### config.mk
export PLATFORM = sky130hd
export DESIGN_NAME = adc_volt_bcd
export DESIGN_NICKNAME = d
export VERILOG_FILES = /design/src/rtl/adc_volt_bcd.sv
export SDC_FILE = /design/constraint.sdc
export NUM_CORES = 1
export LEC_CHECK = 0
export ABC_AREA = 1
export ABC_CLOCK_PERIOD_IN_PS = 4650
export BUFFER_PORTS_ARGS = -buffer_cell sky130_fd_sc_hd__buf_2
export CORE_UTILIZATION = 50
export DETAILED_ROUTE_END_ITERATION = 8
export PLACE_DENSITY = 0.76
export SKIP_CTS_REPAIR_TIMING = 1
export SYNTH_ARGS = -nofsm -noshare
export SYNTH_HDL_FRONTEND = slang
export SYNTH_SLANG_ARGS = --single-unit
### constraint.sdc
create_clock -name sys_clk -period 4.65 [get_ports sys_clk]
set_clock_uncertainty 0.05 [all_clocks]
set_input_delay 0.2325 -clock sys_clk [delete_from_list [all_inputs] [get_ports sys_clk]]
set_output_delay 0.2325 -clock sys_clk [all_outputs]
set_load 0.03 [all_outputs]
### src/rtl/adc_volt_bcd.sv
// ADC window averager feeding a signed 0.01 V magnitude through a serial
// double-dabble converter into four latched BCD display digits.
module adc_volt_bcd #(
    parameter int AVG_SHIFT = 4
) (
    input  logic       sys_clk,
    input  logic       sys_rst_n,
    input  logic [7:0] adc_data,
    input  logic       adc_valid,
    output logic       data_symbol,
    output logic [7:0] data_tens,
    output logic [7:0] data_units,
    output logic [7:0] data_decile,
    output logic [7:0] data_percentiles,
    output logic       upd_pulse,
    output logic       ovr
);

    localparam int AW = 8 + AVG_SHIFT;
    localparam int CW = AVG_SHIFT + 1;
    localparam logic [CW-1:0] CNT_MAX = CW'((1 << AVG_SHIFT) - 1);

    typedef enum logic [1:0] {IDLE, CALC, CONV, UPDATE} state_t;

    state_t state, state_nx;

    logic [AW-1:0] acc, snap, sum_now;
    logic [CW-1:0] cnt;
    logic          win_done, take;

    logic          do_calc, do_shift, do_load;
    logic [3:0]    bit_cnt;
    logic [15:0]   bcd_r;
    logic [9:0]    bin_r, mag_r, mag_c;
    logic          neg_r, neg_c;
    logic [7:0]    avg;
    logic [8:0]    diff;
    logic [16:0]   prod;
    logic [25:0]   sh_next;

    function automatic logic [15:0] dd_adj(input logic [15:0] b);
        logic [15:0] r;
        r = b;
        for (int i = 0; i < 4; i++)
            if (b[4*i +: 4] >= 4'd5)
                r[4*i +: 4] = b[4*i +: 4] + 4'd3;
        return r;
    endfunction

    assign sum_now  = acc + AW'(adc_data);
    assign win_done = adc_valid && (cnt == CNT_MAX);
    assign take     = win_done && (state == IDLE);

    // Window accumulation never stalls, whatever the converter is doing.
    always_ff @(posedge sys_clk or negedge sys_rst_n) begin
        if (!sys_rst_n) begin
            acc  <= '0;
            cnt  <= '0;
            snap <= '0;
            ovr  <= 1'b0;
        end else begin
            ovr <= win_done && (state != IDLE);
            if (take)
                snap <= sum_now;
            if (adc_valid) begin
                if (win_done) begin
                    acc <= '0;
                    cnt <= '0;
                end else begin
                    acc <= sum_now;
                    cnt <= cnt + CW'(1);
                end
            end
        end
    end

    always_ff @(posedge sys_clk or negedge sys_rst_n) begin
        if (!sys_rst_n)
            state <= IDLE;
        else
            state <= state_nx;
    end

    always_comb begin
        state_nx = state;
        unique case (state)
            IDLE:    if (take) state_nx = CALC;
            CALC:    state_nx = CONV;
            CONV:    if (bit_cnt == 4'd9) state_nx = UPDATE;
            UPDATE:  state_nx = IDLE;
            default: state_nx = IDLE;
        endcase
    end

    always_comb begin
        do_calc  = (state == CALC);
        do_shift = (state == CONV);
        do_load  = (state == UPDATE);
    end

    // Offset-binary code to |V| in hundredths: full scale 128 steps = 10.00 V.
    always_comb begin
        avg   = 8'(snap >> AVG_SHIFT);
        neg_c = (avg < 8'd128);
        diff  = neg_c ? (9'd128 - {1'b0, avg}) : ({1'b0, avg} - 9'd128);
        prod  = {8'd0, diff} * 17'd1000;
        mag_c = 10'(prod >> 7);
    end

    assign sh_next = {dd_adj(bcd_r), bin_r} << 1;

    always_ff @(posedge sys_clk or negedge sys_rst_n) begin
        if (!sys_rst_n) begin
            bcd_r   <= '0;
            bin_r   <= '0;
            mag_r   <= '0;
            neg_r   <= 1'b0;
            bit_cnt <= '0;
        end else if (do_calc) begin
            bcd_r   <= '0;
            bin_r   <= mag_c;
            mag_r   <= mag_c;
            neg_r   <= neg_c;
            bit_cnt <= '0;
        end else if (do_shift) begin
            bcd_r   <= sh_next[25:10];
            bin_r   <= sh_next[9:0];
            bit_cnt <= bit_cnt + 4'd1;
        end
    end

    always_ff @(posedge sys_clk or negedge sys_rst_n) begin
        if (!sys_rst_n) begin
            data_symbol      <= 1'b0;
            data_tens        <= '0;
            data_units       <= '0;
            data_decile      <= '0;
            data_percentiles <= '0;
            upd_pulse        <= 1'b0;
        end else begin
            upd_pulse <= do_load;
            if (do_load) begin
                data_symbol      <= neg_r && (mag_r != 10'd0);
                data_tens        <= {4'd0, bcd_r[15:12]};
                data_units       <= {4'd0, bcd_r[11:8]};
                data_decile      <= {4'd0, bcd_r[7:4]};
                data_percentiles <= {4'd0, bcd_r[3:0]};
            end
        end
    end

endmodule
# Yosys cells after proc, flatten, opt, wreduce, memory -nomap -nowiden
# Cells that the tools add are included.
# totals
out_inout_bits,35
in_bits,11
register_bits,91
word_cells,63
# op_classes
n_eq_ne,7
n_reduce_logical,9
n_lt_le_gt_ge,5
muxes,16
n_addsub,9
mul,1
# op_table
cell,count
$mux W16,2
$mux W10,2
$mux W4,5
$ge A4 B3 Y1 const B,4
$mul A9 B7 Y14 const B,1
$add A12 B8 Y12,1
$add A4 B2 Y4 const B,3
$mux W12,1
$reduce_bool A10 Y1,1
$mux W9,1
$sub A8 B8 Y9 const A,1
$sub A8 B8 Y9 const B,1
$lt A8 B8 Y1 const B,1
$pmux W2 S4,1
$add A5 B1 Y5 const B,1
$eq A5 B4 Y1 const B,1
$mux W5,1
$add A4 B1 Y4 const B,1
$eq A2 B2 Y1 const B,2
$eq A4 B4 Y1 const B,1
$logic_and A1 B1 Y1,4
$mux W2,2
$reduce_bool A2 Y1,2
$add A3 B2 Y3 const B,1
6 further kinds,6

# Logic depth before layout (Yosys ltp)
# logic_depth
word_depth,5
ltp_mapped,27

# Worst setup path before layout
# No wires, ideal clock.
# synth_path
kind,flip-flop to flip-flop
startpoint,reg snap[4]
endpoint,reg bin_r[9]
path_stages_with_launch,24
path_buffers,0
setup_ns,0.118
synth_period_minus_slack_ns,4.434
setup_slack_ns,0.216
arrival_time_ns,4.266
cell_sequence,dfrtp_1 inv_2 ha_1 nand3_2 o21ai_1 xor2_1 fa_1 fa_1 inv_1 fa_1 inv_1 ha_1 ha_1 nand2_1 nor2_1 inv_1 nor2_1 nand2_1 nand3_1 inv_1 nand2_1 nand2_1 nand3_1 nand2_1
# synth_via
elab_chain_len,4
# synth_rtl
element,line,text
from (decl),27,"logic [AW-1:0] acc, snap, sum_now;"
from (signal assigned),64,snap <= sum_now;
$sub A8 B8 Y9 / $lt A8 B8 Y1 (equally long branches),"105, 104",
$mux W9 (*),105,"diff = neg_c ? (9'd128 - {1'b0, avg}) : ({1'b0, avg} - 9'd128);"
$mul A9 B7 Y14 (*),106,"prod = {8'd0, diff} * 17'd1000;"
$mux W10 (*),119,end else if (do_calc) begin
to (signal assigned),121,bin_r <= mag_c;
to (signal assigned),127,bin_r <= sh_next[9:0];
to (decl),34,"logic [9:0] bin_r, mag_r, mag_c;"
# Mark *: on every way between the ends. The rest lies on a longest branch, timed or not.
# A chain may end at the register's enable or synchronous reset.

# Final worst setup path
# Ends and elaborated chain as after synthesis.

==> tab_implementation.tex <==
\begin{tabular}{lr}
\hline
Metric & Value \\
\hline
\multicolumn{2}{l}{\textbf{Cells and area}} \\
Share of post-route cells with drive strength above 1 & 0.125 \\
Final non-filler cell area & 6660 µm² \\
Number of filler cells placed in the layout & 998 \\
Number of antenna repair diodes & 0 \\
Post-layout nets & 848 \\
Area delta synth->final & 11.4\% \\
Core occupancy in the finished layout & 0.578 \\
\multicolumn{2}{l}{\textbf{STA}} \\
Number of setup violations in the final report & 0 \\
Minimum hold slack & 0.129 ns \\
Actual slew at the worst max-slew pin & 1.12 ns \\
Setup TNS & 0 ns \\
Min cycle time layout & 4.38 ns \\
Rel. slew slack & 0.250 \\
Max-slew violation total from the final report & 0 \\
Share of the cycle needed by the critical path after routing & 0.942 \\
Final hold violations & 0 \\
Maximum clock rate & 0.228 GHz \\
\multicolumn{2}{l}{\textbf{Min path}} \\
Hold path depth & 2 \\
Destination of the worst hold path & acc[8] \\
Launch instance of the worst min-delay path & adc\_valid \\
Hold/Removal Path Class & in -> reg \\
\multicolumn{2}{l}{\textbf{GRT}} \\
Antenna violations before repair & 0 \\
Vias in the first global route & 4645 \\
First-pass GRT wire length & 20.6 mm \\
Grt total ovfl & 0 \\
Overall Global Routing Usage & 0.206 \\
Maximum number of pins on one net before global-route repair & 46 \\
\multicolumn{2}{l}{\textbf{Yosys}} \\
Async S/R FF share, synth & 1.00 \\
Main combinational cell family by area after synthesis & simple AND/OR/NAND/NOR gates \\
Post-synthesis mux area share & 0 \\
Post-synthesis cell area & 5980 µm² \\
Synthesis-stage register bit count & 87 \\
Synthesized-area fraction occupied by xor and xnor cells & 0.0439 \\
Post-synthesis instance total & 725 \\
Simple-Gate Fraction of Synth Area & 0.197 \\
Yosys top cell area share & 0.364 \\
Count of flip-flops with a built-in enable after synthesis & 0 \\
Cells taking the most area after synthesis & dfrtp\_1 36\%, ha\_1 11\%, nand2\_1 9.5\% \\
Top\_reg\_cell synth & dfrtp\_1 \\
Average cell area after synthesis & 8.25 µm² \\
Synthesized-area fraction occupied by ao, oa, aoi and oai cells & 0.107 \\
Number of synthesis warnings & 0 \\
Commonest cells post-synth & 151 x nand2\_1, 108 x inv\_1, 87 x dfrtp\_1 \\
Most used standard cell by instance count after synthesis & nand2\_1 \\
Largest area contributor in the netlist & dfrtp\_1 \\
Number of unique standard cell types used by synthesis & 42 \\
Arithmetic-cell share of the synthesized area counting full adders, half adders and majority gates & 0.179 \\
Sequential-to-total area share from yosys stat & 0.364 \\
\multicolumn{2}{l}{\textbf{Detailed routing}} \\
Antenna violation net count after detailed routing & 0 \\
Vias per Instance & 5.21 \\
First-iteration detailed-routing DRC count & 296 \\
WL/cell & 13.2 µm \\
Total DRC errors in the routed layout & 16 \\
Count of vias placed by the detailed router & 4753 \\
Final Routed Wirelength & 12.0 mm \\
First-pass DRT Iterations & 7 \\
\multicolumn{2}{l}{\textbf{Setup path}} \\
Reg-to-reg critical path startpoint & snap[4] \\
Length in cells of the worst reg-to-reg path & 24 \\
Internal reg-to-reg setup slack & 0.27 ns \\
Worst Path Class, Setup & reg -> reg \\
Family of cells with the greatest summed delay on the critical path & adder cells \\
Worst path bufs/invs & 6 \\
Slowest CP cell & fa\_1 \\
Worst Path Required & 4.84 ns \\
Cell breakdown of the critical path & inv\_4 > ha\_4 > nand3\_2 > o21ai\_1 > xor2\_1 > buf\_4 > fa\_1 > fa\_1 > inv\_1 > fa\_1 > inv\_1 > ha\_1 > ha\_4 > nand2\_1 > nor2\_2 > inv\_1 > nor2\_1 > nand2\_1 > nand3\_1 > inv\_1 > nand2\_1 > nand2\_1 > nand3\_1 > nand2\_1 \\
CP endpoint kind & flip-flop \\
CP arrival & 4.56 ns \\
Top cell by count, worst path & nand2\_1 \\
Capture point of the worst reg-to-reg path & bin\_r[9] \\
Top fanout value on the critical path & 5 \\
Startpoint class of the critical path & flip-flop \\
Max stage delay on crit path & 0.53 ns \\
Setup crit start & snap[4] \\
\multicolumn{2}{l}{\textbf{Flow run}} \\
Max-Cap Viols & 0 \\
\multicolumn{2}{l}{\textbf{Placement}} \\
Routability Congestion & 0.859 \\
Placement Cell Area & 6240 µm² \\
Number of buffers added on ports & 29 \\
Detailed-placement wirelength estimate & 8.89 mm \\
\multicolumn{2}{l}{\textbf{Die}} \\
Core region area & 11500 µm² \\
Floorplan die height & 111 µm \\
Die area & 12400 µm² \\
Die Wd & 111 µm \\
Top-level I/O count & 46 \\
\# rows & 39 \\
Initial cell density of the core & 0.519 \\
\multicolumn{2}{l}{\textbf{Clock network}} \\
Clock buffer count from CTS & 9 \\
Largest buffer count on any clock path & 2 \\
Clock transition at path regs & 0.07 ns \\
CTS tree & done \\
Count of H-tree levels built during CTS & 3 \\
Total clock sinks & 87 \\
Library cell used as clock root buffer & clkbuf\_16 \\
Worst-Skew Late Latency & 0.34 ns \\
\multicolumn{2}{l}{\textbf{Outcome}} \\
Failing checks & design-rule violations \\
Status & finished, violations left \\
\hline
\end{tabular}
## state kept, by name (all words and copies together) (netlist names), 2 cells and up
signal	flops
data_percentiles	4
acc	12
mag_r	10
bit_cnt	4
data_tens	4
data_units	4
bcd_r	16
cnt	5
data_decile	4
snap	8
bin_r	10
state	2
## cell families after synthesis
| group | after synthesis |
|---|---|
| other | 2 |
| adder cells (fa/ha/maj) | 73 |
| XOR/XNOR | 27 |
| buffers and inverters | 152 |
| flip-flops | 87 |
| AO/OA/AOI/OAI | 112 |
| AND/OR/NAND/NOR | 272 |
## through the flow
stage,setup WS (ns),std cells
floorplan,0.216,743
global placement,0.171,890
detailed placement,0.0668,890
CTS,0.0601,906
global route,-0.0560,912
finish,0.271,912
## how the worst max path moves through the flow
stage	endpoint	slack, ns	depth (start not counted)
finish	bin_r[9]	0.27	24
global route	bin_r[9]	-0.06	24
CTS	bin_r[9]	0.06	24
detailed placement	bin_r[9]	0.07	24
global placement	bin_r[9]	0.17	24
floorplan	bin_r[9]	0.22	23
## routing by layer
metal  vias up  track usage  routed length [µm]
li1       2360            -                   -
met1      2282        0.257                5230
met2        99        0.358                6210
met3        12       0.0528                 465
met4         0       0.0523                 126
met5         -            0                   0
## placed cells by master, fill, tap and decap left out, types with 5 or more instances in the layout
master	instances
inv_2	9
o22ai_1	14
inv_1	108
conb_1	20
buf_4	13
nand4_1	5
o21ai_1	6
nand3b_1	6
o21ai_0	38
nor2_1	45
dfrtp_1	86
xor2_1	18
xnor2_1	6
nand2_1	150
nand3_1	43
nand2_2	7
buf_2	28
a21oi_1	35
clkbuf_16	9
ha_1	48
fa_1	21
## final cells by class
type,count,area [µm²],share of cell area
Sequential cell,87,2180,0.327
Clock buffer,11,253,0.0379
Clock inverter,5,41.3,0.00620
Timing Repair Buffer,42,248,0.0372
Tap cell,143,179,0.0269
Multi-Input combinational cell,504,3310,0.496
Inverter,120,455,0.0684
Power is left out: the tool's default activity adds up to more than one toggle a clock period on the data nets, which glitch-free logic cannot reach.
